<file path="config.mk">
export PLATFORM = sky130hd
export DESIGN_NAME = conv2d_mac_engine
export DESIGN_NICKNAME = d
export VERILOG_FILES = /design/src/rtl/conv2d_mac_engine.sv
export SDC_FILE = /design/constraint.sdc
export NUM_CORES = 1
export LEC_CHECK = 0
export BUFFER_PORTS_ARGS = -buffer_cell sky130_fd_sc_hd__buf_2
export CAP_MARGIN = 20
export CORE_UTILIZATION = 40
export DETAILED_ROUTE_END_ITERATION = 16
export GPL_TIMING_DRIVEN = 0
export PLACE_DENSITY = 0.6
export SYNTH_ARGS = -nofsm -noshare
export SYNTH_HDL_FRONTEND = slang
export SYNTH_SLANG_ARGS = --single-unit
</file>
<file path="constraint.sdc">
create_clock -name clk -period 6.8 [get_ports clk]
set_input_delay 0.34 -clock clk [delete_from_list [all_inputs] [get_ports clk]]
set_output_delay 0.34 -clock clk [all_outputs]
set_load 0.01 [all_outputs]
</file>
<file path="src/rtl/conv2d_mac_engine.sv">
// rtl/conv2d_mac_engine.sv - valid-mode 2D convolution MAC engine over 9x9 activations and a 3x3 filter
module conv2d_mac_engine #(
  parameter int IMG_W  = 9,
  parameter int K      = 3,
  parameter int DATA_W = 8,
  parameter int ACC_W  = 20,
  parameter int ACT_AW = 7,
  parameter int FLT_AW = 4
) (
  input  logic              clk,
  input  logic              rst,
  input  logic              start,
  output logic              busy,
  output logic [ACT_AW-1:0] act_addr,
  input  logic [DATA_W-1:0] act_data,
  output logic [FLT_AW-1:0] flt_addr,
  input  logic [DATA_W-1:0] flt_data,
  output logic              out_valid,
  output logic [ACC_W-1:0]  out_data,
  output logic [2:0]        out_row,
  output logic [2:0]        out_col,
  output logic              done
);

  localparam int OUT_W = IMG_W - K + 1;
  localparam int KC_W  = $clog2(K);
  localparam int TAP_W = $clog2(K * K);

  typedef enum logic [1:0] {S_IDLE, S_RUN, S_DRAIN, S_DONE} state_t;

  state_t state, state_nxt;

  // Sweep position: output (r,c) and tap (i,j) currently being issued
  logic [2:0]      r, c;
  logic [KC_W-1:0] i, j;
  logic            last_r, last_c, last_i, last_j, issue_last;
  logic [TAP_W-1:0] tap_idx;

  // Copy of the issue tags, aligned with the returned buffer data
  logic             d_valid;
  logic [TAP_W-1:0] d_tap;
  logic [2:0]       d_r, d_c;

  logic signed [2*DATA_W-1:0] prod;
  logic signed [ACC_W-1:0]    prod_ext, acc, acc_sum;

  assign last_r     = (r == 3'(OUT_W - 1));
  assign last_c     = (c == 3'(OUT_W - 1));
  assign last_i     = (i == KC_W'(K - 1));
  assign last_j     = (j == KC_W'(K - 1));
  assign issue_last = (state == S_RUN) && last_r && last_c && last_i && last_j;
  assign tap_idx    = TAP_W'(i) * TAP_W'(K) + TAP_W'(j);

  assign prod     = $signed(act_data) * $signed(flt_data);
  assign prod_ext = {{(ACC_W - 2*DATA_W){prod[2*DATA_W-1]}}, prod};
  assign acc_sum  = acc + prod_ext;

  // State register
  always_ff @(posedge clk) begin
    if (rst) state <= S_IDLE;
    else     state <= state_nxt;
  end

  // Next-state, status flags and read addresses
  always_comb begin
    state_nxt = state;
    busy      = 1'b0;
    done      = 1'b0;
    act_addr  = '0;
    flt_addr  = '0;
    case (state)
      S_IDLE: begin
        if (start) state_nxt = S_RUN;
      end
      S_RUN: begin
        busy     = 1'b1;
        act_addr = (ACT_AW'(r) + ACT_AW'(i)) * ACT_AW'(IMG_W) + ACT_AW'(c) + ACT_AW'(j);
        flt_addr = FLT_AW'(i) * FLT_AW'(K) + FLT_AW'(j);
        if (issue_last) state_nxt = S_DRAIN;
      end
      S_DRAIN: begin
        busy = 1'b1;
        if (out_valid && out_row == 3'(OUT_W - 1) && out_col == 3'(OUT_W - 1))
          state_nxt = S_DONE;
      end
      S_DONE: begin
        done      = 1'b1;
        state_nxt = S_IDLE;
      end
      default: state_nxt = S_IDLE;
    endcase
  end

  // Raster sweep counters: j fastest, then i, then c, then r; parked at 0 outside RUN
  always_ff @(posedge clk) begin
    if (rst || state != S_RUN) begin
      r <= '0;
      c <= '0;
      i <= '0;
      j <= '0;
    end else begin
      j <= last_j ? '0 : j + 1'b1;
      if (last_j) begin
        i <= last_i ? '0 : i + 1'b1;
        if (last_i) begin
          c <= last_c ? '0 : c + 3'd1;
          if (last_c) r <= last_r ? '0 : r + 3'd1;
        end
      end
    end
  end

  // Tag pipeline and multiply-accumulate on returned data; tap 0 loads, last tap emits
  always_ff @(posedge clk) begin
    if (rst) begin
      d_valid   <= 1'b0;
      d_tap     <= '0;
      d_r       <= '0;
      d_c       <= '0;
      acc       <= '0;
      out_valid <= 1'b0;
      out_data  <= '0;
      out_row   <= '0;
      out_col   <= '0;
    end else begin
      d_valid   <= (state == S_RUN);
      d_tap     <= tap_idx;
      d_r       <= r;
      d_c       <= c;
      out_valid <= 1'b0;
      if (d_valid) begin
        acc <= (d_tap == '0) ? prod_ext : acc_sum;
        if (d_tap == TAP_W'(K * K - 1)) begin
          out_data  <= acc_sum;
          out_valid <= 1'b1;
          out_row   <= d_r;
          out_col   <= d_c;
        end
      end
    end
  end

endmodule

</file>
== Word level (Yosys, flattened, before mapping) ==
Cells that the tools add are included.

* Add/subtract/negate cells: 9
* Multipliers: 3
* Div/mod/pow operators: 0
* Order comparisons: 0
* Equal/unequal tests: 14
* Shift-type cells: 0
* Mux-type cells: 13
* Bitwise operators: 1
* Reduce and logical (&&, ||, !) cells: 16

{| class="wikitable"
|+ Operators by type and width
! kind !! count
|-
| $add A20 B16 Y20 || 1
|-
| $mux W20 || 1
|-
| $mul A8 B8 Y16 || 1
|-
| $eq A3 B3 Y1 const B || 4
|-
| $eq A2 B2 Y1 const B || 4
|-
| $mux W2 || 4
|-
| $pmux W2 S4 || 1
|-
| $add A7 B2 Y7 || 1
|-
| $add A7 B3 Y7 || 1
|-
| $mul A4 B4 Y7 const B || 1
|-
| $mux W7 || 1
|-
| $add A3 B1 Y3 const B || 2
|-
| $logic_and A1 B1 Y1 || 6
|-
| $mux W3 || 2
|-
| $ne A2 B2 Y1 const B || 3
|-
| $reduce_and A3 Y1 || 2
|-
| $reduce_or A2 Y1 || 3
|-
| $add A2 B1 Y2 const B || 2
|-
| $add A3 B2 Y4 || 1
|-
| $add A4 B2 Y4 || 1
|-
| $eq A4 B4 Y1 const B || 1
|-
| $logic_not A4 Y1 || 1
|-
| $mul A2 B2 Y4 const B || 1
|-
| $mux W4 || 1
|-
| 7 further kinds || 10
|}

* Bits in registers: 70
* Bits in latches: 0
* RAM bits: 0
* Memory bits (read-only): 0
* Output and inout port bits: 40
* Memories: 0

== Depth between registers and ports, before layout ==
Gate-level depths: netlist (run 1).

* Word-level depth: 7
* Mapped depth: 25
* Depth with buffers taken out: 25

== Least setup slack after synthesis (run 1) ==
No wires, ideal clock.

* Path type: input port to flip-flop
* Start: input flt_data[3]
* End: register out_data[19]
* Library setup time: 87 ps
* Arrival time: 5381 ps
* Data required time: 6713 ps
* Path slack: 1332 ps
* Cell stages on the path: 20
* Buffers on the path: 0
* Path through: and2_1 > fa_1 > inv_1 > fa_1 > inv_1 > fa_1 > inv_1 > fa_1 > inv_1 > ha_1 > a21oi_1 > nand2b_1 > a31oi_4 > xnor2_2 > ha_1 > and3_2 > a211o_1 > a31oi_2 > xnor2_1 > o31ai_1

* Longest elaborated chain between the ends: 2

{| class="wikitable"
|+ RTL lines
! item !! line !! source
|-
| start: declaration || 17 || <nowiki>input logic [DATA_W-1:0] flt_data,</nowiki>
|-
| $mul A8 B8 Y16 || 54 || <nowiki>assign prod = $signed(act_data) * $signed(flt_data);</nowiki>
|-
| $add A20 B16 Y20 || 56 || <nowiki>assign acc_sum = acc + prod_ext;</nowiki>
|-
| end signal: assignment || 134 || <nowiki>out_data <= acc_sum;</nowiki>
|-
| end: declaration || 19 || <nowiki>output logic [ACC_W-1:0] out_data,</nowiki>
|}

Every way passes these cells.
A chain may end at the register's enable or synchronous reset.

== Worst setup path in the final report (run 1) ==
* Start: input flt_data[4]
* End: register out_data[19]

Same word-level chain as after synthesis.

==> flow_summary.toml, run 1 <==
[run_status]
status = "complete, but fails checks"
violations = "DRC"

[worst_setup_path]
critPathBufInv = 5
crit_path_cell_trace = "buf_2 > and2_1 > fa_1 > inv_1 > fa_1 > inv_1 > fa_1 > inv_1 > fa_1 > inv_1 > ha_1 > a21oi_1 > nand2b_1 > a31oi_4 > xnor2_2 > ha_1 > and3_2 > a211o_1 > a31oi_2 > xnor2_1 > o31ai_1"
critPathMaxFanout = 12
worstSetupEndpoint = "out_data[19]"
critPathCaptureType = "flip-flop"
cp.arrival_ps = 6060
worstPathRequired_ps = 7060
crit_family = "adder cells"
regToRegEndpoint = "acc[18]"
max_stage_delay_ps = 630
cp_slowest_cell = "fa_1"
startpoint_type = "primary input"
critical_path_class = "in -> reg"
reg2reg_depth = 10
r2r_slack_ps = 4030
rr_startpoint = "acc[0]"
crit_cells = 21
startpoint = "flt_data[4]"

[timing]
fmax_ghz = 0.172
fin_skew_ps = 8.76
tns_ps = 0
fin_crit_ps = 5800
final-hold-violation-count = 0
rsz0062_at_grt = "false"
slew_headroom_pct = 50.9
drv_slew = 0
fin_crit_sh_pct = 85.3
worst_slew_pin_slew_ps = 730
setup-violations-final = 0

[floorplanning]
fp.dieH_um = 132
die_w_um = 132
row_count = 47
start_util_pct = 40.8
fp.dieArea_um2 = 17300
io_pins = 59
coreArea_um2 = 16500

[yosys]
syn_nets = 931
synth_area_um2 = 6720
yosys-top-cells-count = "inv_1, nand2_1, ha_1"
avgSynthCellArea_um2 = 8.61
synth_top_cell_by_area = "dfxtp_1"
yosys_register_bits = 70
synth.most_common_cell = "inv_1"
synthTopCellsByArea = "dfxtp_1, fa_1, ha_1"
synth_cells = 780
yosysWarnings = 0
yosysTopAreaCellShare_pct = 20.9
synth.distinct_cells = 66
async_flop_share_pct = 0
synth-edff-count = 0
synthFlopType = "dfxtp_1"
ys_seq_area_share_pct = 20.9

[clock_tree]
cts_setup_buffers = 0
clockBufferDepth = 2
h-tree-depth = 3
cts_hold_buf = 0
cts_resized = 0
cts_tree = "done"
cts_buffers = 9
clk_latency_ps = 340
cts.sinks = 70
clkSlewWorstSetupHoldPaths_ps = 60
root_buffer = "clkbuf_16"

[route]
first_pass_iters = 12
dr.max_layer_used = "met4"
met1_length_mm = 7.16
wl_met3_um = 219
wl_per_cell_um = 13.5
avgViaCountPerCell = 4.84
drt-total-wl_mm = 14.5
ant_nets = 0
num_vias = 5198
met2_length_mm = 7.02
drt_iter0_markers = 204
drcViolationCount = 1

[run]
max_cap_violations = 0

[final_layout]
multi_input_area_um2 = 4810
syn2layout_area_growth_pct = 13.1
regArea_um2 = 1400
layout-drive-gt1-share_pct = 11.6
fin_area_um2 = 7600
fill_cells = 1684
antenna_cells = 0
nets = 999
fin_cells = 1073

[global_route]
grt_pass1_vias = 5103
grt_first_pass_wirelength_mm = 24.9
grt.overflow.total = 0
grt_usage_pct = 17.9
antenna_found_initial = 0
grt_start_max_net_pins = 14

[place]
place_area_um2 = 7280
place.detailed.hpwl_mm = 11.8
numPortBuffers = 57
place_congestion = 0.787
placed_cells = 1057

[min_path]
hp-class = "reg -> reg"
hold_depth = 2

[power]
power_density_nw_per_um2 = 479
p_leak_uw = 0.00358
peakVddDrop_mv = 0.258
-- registers in the layout, indices dropped and copies added, names as in the netlist, 3 cells and up --
register and flops:
c 3, out_data 20, d_c 3, acc 20, out_col 3, d_r 3
r 3, out_row 3, d_tap 4
-- worst reg2reg max path: stages, from the launching register on --
cell and delay (ps):
dfxtp_1 310, ha_1 220, fa_1 410, a21o_1 190, a21oi_2 210, o21ai_2 110, a311oi_2 380, o211ai_2 180
and4_1 220, nor3_2 260, o221ai_1 130
-- final cells by class --
cell class / count / area share (%)
multi-input combinational: 580 / 63.3
sequential: 70 / 18.4
inverter: 107 / 5.28
timing repair buffer: 57 / 3.75
tap: 220 / 3.62
clock buffer: 10 / 3.01
buffer: 23 / 1.37
clock inverter: 6 / 1.23
-- cells by family after synthesis --
| logic type | synth area share (%) |
|---|---|
| AO/OA/AOI/OAI | 13.4 |
| flip-flops | 20.9 |
| multiplexers | 1.08 |
| buffers and inverters | 7.52 |
| adder cells (fa/ha/maj) | 31.4 |
| XOR/XNOR | 5.44 |
| AND/OR/NAND/NOR | 20.3 |
-- per-layer routing --
metal | global-route usage, % | vias up
met1 | 24.0 | 2456
met2 | 30.0 | 43
met3 | 2.20 | 8
li1 | - | 2691
met5 | 0 | -
met4 | 4.84 | 0
-- where the power goes --
part | internal, uW | switching, uW
Sequential | 451 | 28.4
Clock | 324 | 187
Combinational | 1050 | 1610
Total | 1820 | 1820
-- worst min path at each step --
| stage | from | endpoint | slack, ps |
|---|---|---|---|
| floorplan | d_r[0] | out_row[0] | 420 |
| global route | d_r[2] | out_row[2] | 440 |
| finish | d_r[1] | out_row[1] | 430 |
| CTS | rst | acc[17] | 420 |
| global placement | d_r[2] | out_row[2] | 430 |
| detailed placement | d_r[2] | out_row[2] | 430 |
-- placed cells by master (no fill, tap or decap), drive strengths merged, types with 3 or more instances in the layout --
cell    netlist  routed
o21bai        6       6
nand2b        6       6
xor2         10      10
a211oi        6       6
nor2b        21      21
o31ai         3       3
nor3b         5       5
nor2         49      49
and2         56      56
nand3         9       9
mux2i         5       5
xnor2        30      30
clkbuf       18      28
nor3         11      11
or3           4       4
a21oi        48      48
clkinv        1       3
inv         106     107
fa           61      61
a311oi       14      14
o21ai        14      14
o211ai        4       4
dfxtp        70      70
a31oi         7       7
a21o         13      13
and3          3       3
buf           4      61
nand2        98      98
ha           71      71
-- per-stage QoR --
stage	hold WS (ps)	utilization (%)	total power (uW)	worst slack [ps]
after CTS	424	46.2	3660	977
after global placement	426	44.2	3130	671
after global routing	444	46.2	4020	650
final	430	46.2	3640	1000
after floorplan	417	-	2580	1330
after detailed placement	426	44.2	3120	640
Note: power is estimated with default switching activity, not from simulation.
==> run 2: changes to the inputs <==
Settings changed: GPL_TIMING_DRIVEN 0 to default.
Clock period 6.8 ns to 7.05 ns, I/O delays scaled along.
==> run 2 against run 1 <==
Global-route usage shrank 0.99 points. Cell area shrank 1.2%. Critical path depth grew 3. Die area is the same. Core utilization shrank 0.57 points. Sequential share of layout area grew 0.23 points. Via count shrank 1.9%. Wire length shrank 5.9%. Sequential power shrank 3%. The run still ends with DRC left. Highest routed layer unchanged. Worst hold slack gained 3.4 ps.
==> flow_summary.toml, run 2 (synthesized netlist as in run 1, its figures left out) <==
[run_status]
status = "complete, but fails checks"
violations = "DRC"

[timing]
rsz0062_at_grt = "false"
final-hold-violation-count = 0
slew_headroom_pct = 35.7
fin_skew_ps = 10.6
tns_ps = 0
fin_crit_ps = 5700
setup-violations-final = 0
fmax_ghz = 0.175
fin_crit_sh_pct = 80.9
drv_slew = 0
worst_slew_pin_slew_ps = 965

[final_layout]
syn2layout_area_growth_pct = 11.8
layout-drive-gt1-share_pct = 12.1
antenna_cells = 0
reg_top3 = "acc: 20 flops, out_data: 20 flops, d_tap: 4 flops"
fin_util_pct = 45.6
nets = 981
mostFrequentLayoutCells = "inv_1, nand2_1, ha_1"
final_common_cell = "inv_1"

[route]
drcViolationCount = 1
wl_per_cell_um = 12.9
ant_nets = 0
avgViaCountPerCell = 4.84
num_vias = 5101
first_pass_iters = 10
drt_iter0_markers = 254
drt-total-wl_mm = 13.6

[worst_setup_path]
cp.arrival_ps = 5900
regToRegEndpoint = "acc[18]"
startpoint_type = "primary input"
reg2reg_depth = 10
critical_path_class = "in -> reg"
critPathMaxFanout = 8
worstSetupEndpoint = "acc[18]"
startpoint = "act_data[3]"
rr_startpoint = "acc[0]"
worstPathRequired_ps = 7250
r2r_slack_ps = 4320
critPathCaptureType = "flip-flop"

[min_path]
hp-class = "reg -> reg"
min_from = "d_r[2]"

[floorplanning]
start_util_pct = 40.8
fp.dieH_um = 132
fp.dieArea_um2 = 17300
die_w_um = 132
coreArea_um2 = 16500
io_pins = 59
row_count = 47

[power]
peakVddDrop_mv = 0.262
power_density_nw_per_um2 = 452
p_leak_uw = 0.00355

[clock_tree]
cts_resized = 0
root_buffer = "clkbuf_16"
clkSlewWorstSetupHoldPaths_ps = 60
cts_setup_buffers = 0
cts_hold_buf = 0
cts_buffers = 9
clockBufferDepth = 2
cts.sinks = 70
h-tree-depth = 3
clk_latency_ps = 340
cts_tree = "done"

[global_route]
grt_pass1_vias = 5067
antenna_found_initial = 0
grt_first_pass_wirelength_mm = 24.0
grt.overflow.total = 0
grt_usage_pct = 16.9
grt_start_max_net_pins = 61

[place]
numPortBuffers = 58
place.detailed.hpwl_mm = 10.9
place_congestion = 0.845

[run]
max_cap_violations = 0
run 2: worst min path at each step:
stage | cells after the start | slack (ps) | to
2_1_floorplan | 2 | 420 | out_row[0]
3_3_place_gp | 2 | 420 | out_col[0]
6_report | 2 | 430 | out_row[2]
4_1_cts | 2 | 430 | out_row[2]
3_5_place_dp | 2 | 430 | out_row[2]
5_1_grt | 2 | 460 | out_col[0]
run 2: per-layer routing:
layer	up-vias	global-route usage [%]	share of wire, %
met5	-	0	0
met4	0	4.01	0.64
met3	9	2.58	2.5
met2	61	27.0	46
met1	2369	23.7	50
li1	2662	-	-
run 2: report_power, final:
| part | internal [uW] | total [uW] | switching [uW] |
|---|---|---|---|
| Sequential | 435 | 463 | 28.5 |
| Clock | 240 | 417 | 177 |
| Combinational | 1000 | 2510 | 1510 |
run 2: through the flow:
stage | hold WS (ps) | power (uW) | cell area (um^2) | worst slack, ps | instances
2_1_floorplan | 417 | 2490 | 6720 | 1570 | 780
3_3_place_gp | 423 | 2990 | 7200 | 1070 | 1038
3_5_place_dp | 428 | 2970 | 7230 | 984 | 1039
4_1_cts | 433 | 3410 | 7510 | 1340 | 1055
5_1_grt | 461 | 3770 | 7510 | 991 | 1055
6_report | 433 | 3390 | 7510 | 1350 | 1055
run 2: critical path, cell delays in order:
cell and delay, ps:
buf_2 140, and2_1 180, fa_1 540, inv_1 60, fa_1 470, inv_1 50
fa_1 520, inv_1 50, fa_1 520, inv_1 40, ha_1 330, a21oi_1 230
o21bai_1 90, a21oi_1 240, xnor2_1 190, ha_1 320, a21o_1 200, a21o_1 170
a21o_1 160, a21oi_1 240, o211ai_2 200, and4_1 220, nor3_2 240, o221ai_1 130
run 2: final cells by class:
| cell class | instances | area [um^2] |
|---|---|---|
| sequential | 70 | 1400 |
| clock buffer | 10 | 229 |
| timing repair buffer | 62 | 340 |
| clock inverter | 6 | 48.8 |
| tap | 220 | 275 |
| multi-input combinational | 580 | 4810 |
| inverter | 107 | 402 |
| fill | 1671 | 8960 |
==> run 3: changes to the inputs <==
Clock period 7.05 ns to 5.3 ns, I/O delays scaled along.
==> run 3 against run 2 <==
Worst setup slack worse by 1200 ps. Core utilization up 8.5 points. Final cell count up 9.9%. Wire length up 11%. Cell area up 19%. Via count up 9.0%. Die area unchanged. Critical endpoint unchanged. The run still ends with DRC left.
==> flow_summary.toml, run 3 (synthesized netlist as in run 1, its figures left out) <==
[floorplanning]
start_util_pct = 40.8
die_w_um = 132
row_count = 47
fp.dieArea_um2 = 17300
io_pins = 59
fp.dieH_um = 132
coreArea_um2 = 16500

[global_route]
antenna_found_initial = 0
grt_first_pass_wirelength_mm = 25.6
grt_pass1_vias = 5500
grt_start_max_net_pins = 61
grt_usage_pct = 17.9
grt.overflow.total = 0

[worst_setup_path]
reg2reg_depth = 11
cp_slowest_cell = "fa_1"
critPathBufInv = 7
crit_family = "adder cells"
crit_path_cell_trace = "buf_4 > and2_4 > fa_1 > fa_1 > fa_1 > inv_1 > fa_1 > inv_1 > ha_1 > or3_4 > buf_6 > o211ai_4 > a31oi_4 > xnor2_4 > buf_12 > ha_4 > inv_1 > buf_4 > a22oi_2 > o311ai_4 > nor3_4 > o221ai_1"
critPathMaxFanout = 8
max_stage_delay_ps = 530
startpoint_type = "primary input"
r2r_slack_ps = 2520
cp.arrival_ps = 5320
regToRegEndpoint = "acc[14]"
worstPathRequired_ps = 5500
crit_path_frequent_cell = "fa_1"
rr_startpoint = "acc[0]"
critPathCaptureType = "flip-flop"
critical_path_class = "in -> reg"

[clock_tree]
cts.sinks = 70
cts_tree = "done"
clockBufferDepth = 2
h-tree-depth = 3
cts_buffers = 9
root_buffer = "clkbuf_16"
cts_hold_buf = 0
clkSlewWorstSetupHoldPaths_ps = 60
clk_latency_ps = 340

[route]
avgViaCountPerCell = 4.80
drcViolationCount = 2
ant_nets = 0
wl_per_cell_um = 13.0
drt_iter0_markers = 204
drt-total-wl_mm = 15.1
num_vias = 5558
first_pass_iters = 10

[timing]
fin_crit_sh_pct = 96.7
fin_crit_ps = 5130
final-hold-violation-count = 0
tns_ps = 0
worst_slew_pin_slew_ps = 968
slew_headroom_pct = 35.4
setup-violations-final = 0
fin_skew_ps = 8.72
drv_slew = 0
fmax_ghz = 0.195

[final_layout]
fin_area_um2 = 8910
antenna_cells = 0
reg_top3 = "acc: 20 flops, out_data: 20 flops, d_tap: 4 flops"
nets = 1085
layout-drive-gt1-share_pct = 30.4
fill_cells = 1535
syn2layout_area_growth_pct = 32.6
mostFrequentLayoutCells = "buf_4, nand2_1, inv_1"
final_common_cell = "buf_4"
regArea_um2 = 1400
multi_input_area_um2 = 5350

[place]
numPortBuffers = 58
place_area_um2 = 7930
place.detailed.hpwl_mm = 11.3
place_congestion = 0.804

[run]
max_cap_violations = 0

[run_status]
status = "complete, but fails checks"
violations = "DRC"

[min_path]
hp-class = "in -> reg"
hold-path-endpoint = "state[0]"
min_from = "start"
hold_depth = 4
run 3: changes by cell type in the layout (fill, tap and decap cells not counted), sizes merged:
cell and change:
clkinv -4, bufinv +2, clkinvlp +1, clkbuf +3, inv +1, buf +101
run 3: how the worst max path moves through the flow:
| stage | from | cells after the start | to | slack (ps) |
|---|---|---|---|---|
| 3_5_place_dp | act_data[3] | 25 | out_data[19] | -450 |
| 3_3_place_gp | act_data[3] | 25 | acc[19] | -430 |
| 6_report | act_data[3] | 22 | acc[18] | 170 |
| 2_1_floorplan | flt_data[3] | 20 | out_data[19] | 0.4 |
| 5_1_grt | act_data[3] | 24 | acc[19] | -70 |
| 4_1_cts | act_data[3] | 24 | out_data[18] | -6 |
run 3: metal layers:
metal,global-route usage (%),wire length (um),vias to the layer above
met5,0,0,-
met4,3.88,143,0
met3,2.58,280,10
met2,31.0,7320,45
met1,23.6,7330,2628
li1,-,-,2875
run 3: metrics by stage:
step                      utilization (%)  hold slack (ps)  setup slack, ps  cells
after floorplan                         -              417            0.430    780
after global placement               48.1              422             -432   1130
after detailed placement             48.1              428             -452   1130
after CTS                            50.9              392            -5.70   1153
after global routing                 54.1              445            -71.3   1159
final                                54.1              401              175   1159
run 3: area by class of cell:
| cell class | count | area share (%) |
|---|---|---|
| clock buffer | 10 | 2.57 |
| clock inverter | 6 | 1.05 |
| inverter | 107 | 4.51 |
| multi-input combinational | 580 | 60.1 |
| sequential | 70 | 15.7 |
| tap | 220 | 3.09 |
| timing repair buffer | 166 | 13.0 |
run 3: worst register-to-register path: cells and delay by family, from the launching register on:
family                   cells  cell delay, ps
adder cells (fa/ha/maj)      2             670
AO/OA/AOI/OAI                7            1330
flip-flops                   1             310
XOR/XNOR                     1             180
buffers and inverters        1             180
run 3: what timing repair did:
action	CTS	global route
pin swaps	8	69
setup endpoints to repair	8	20
gates resized for setup	16	100
cloned	0	0
buffers inserted	7	7
Power of run 3 is left out: the tool's default activity adds up to more than one toggle a clock period on the data nets, which glitch-free logic cannot reach.
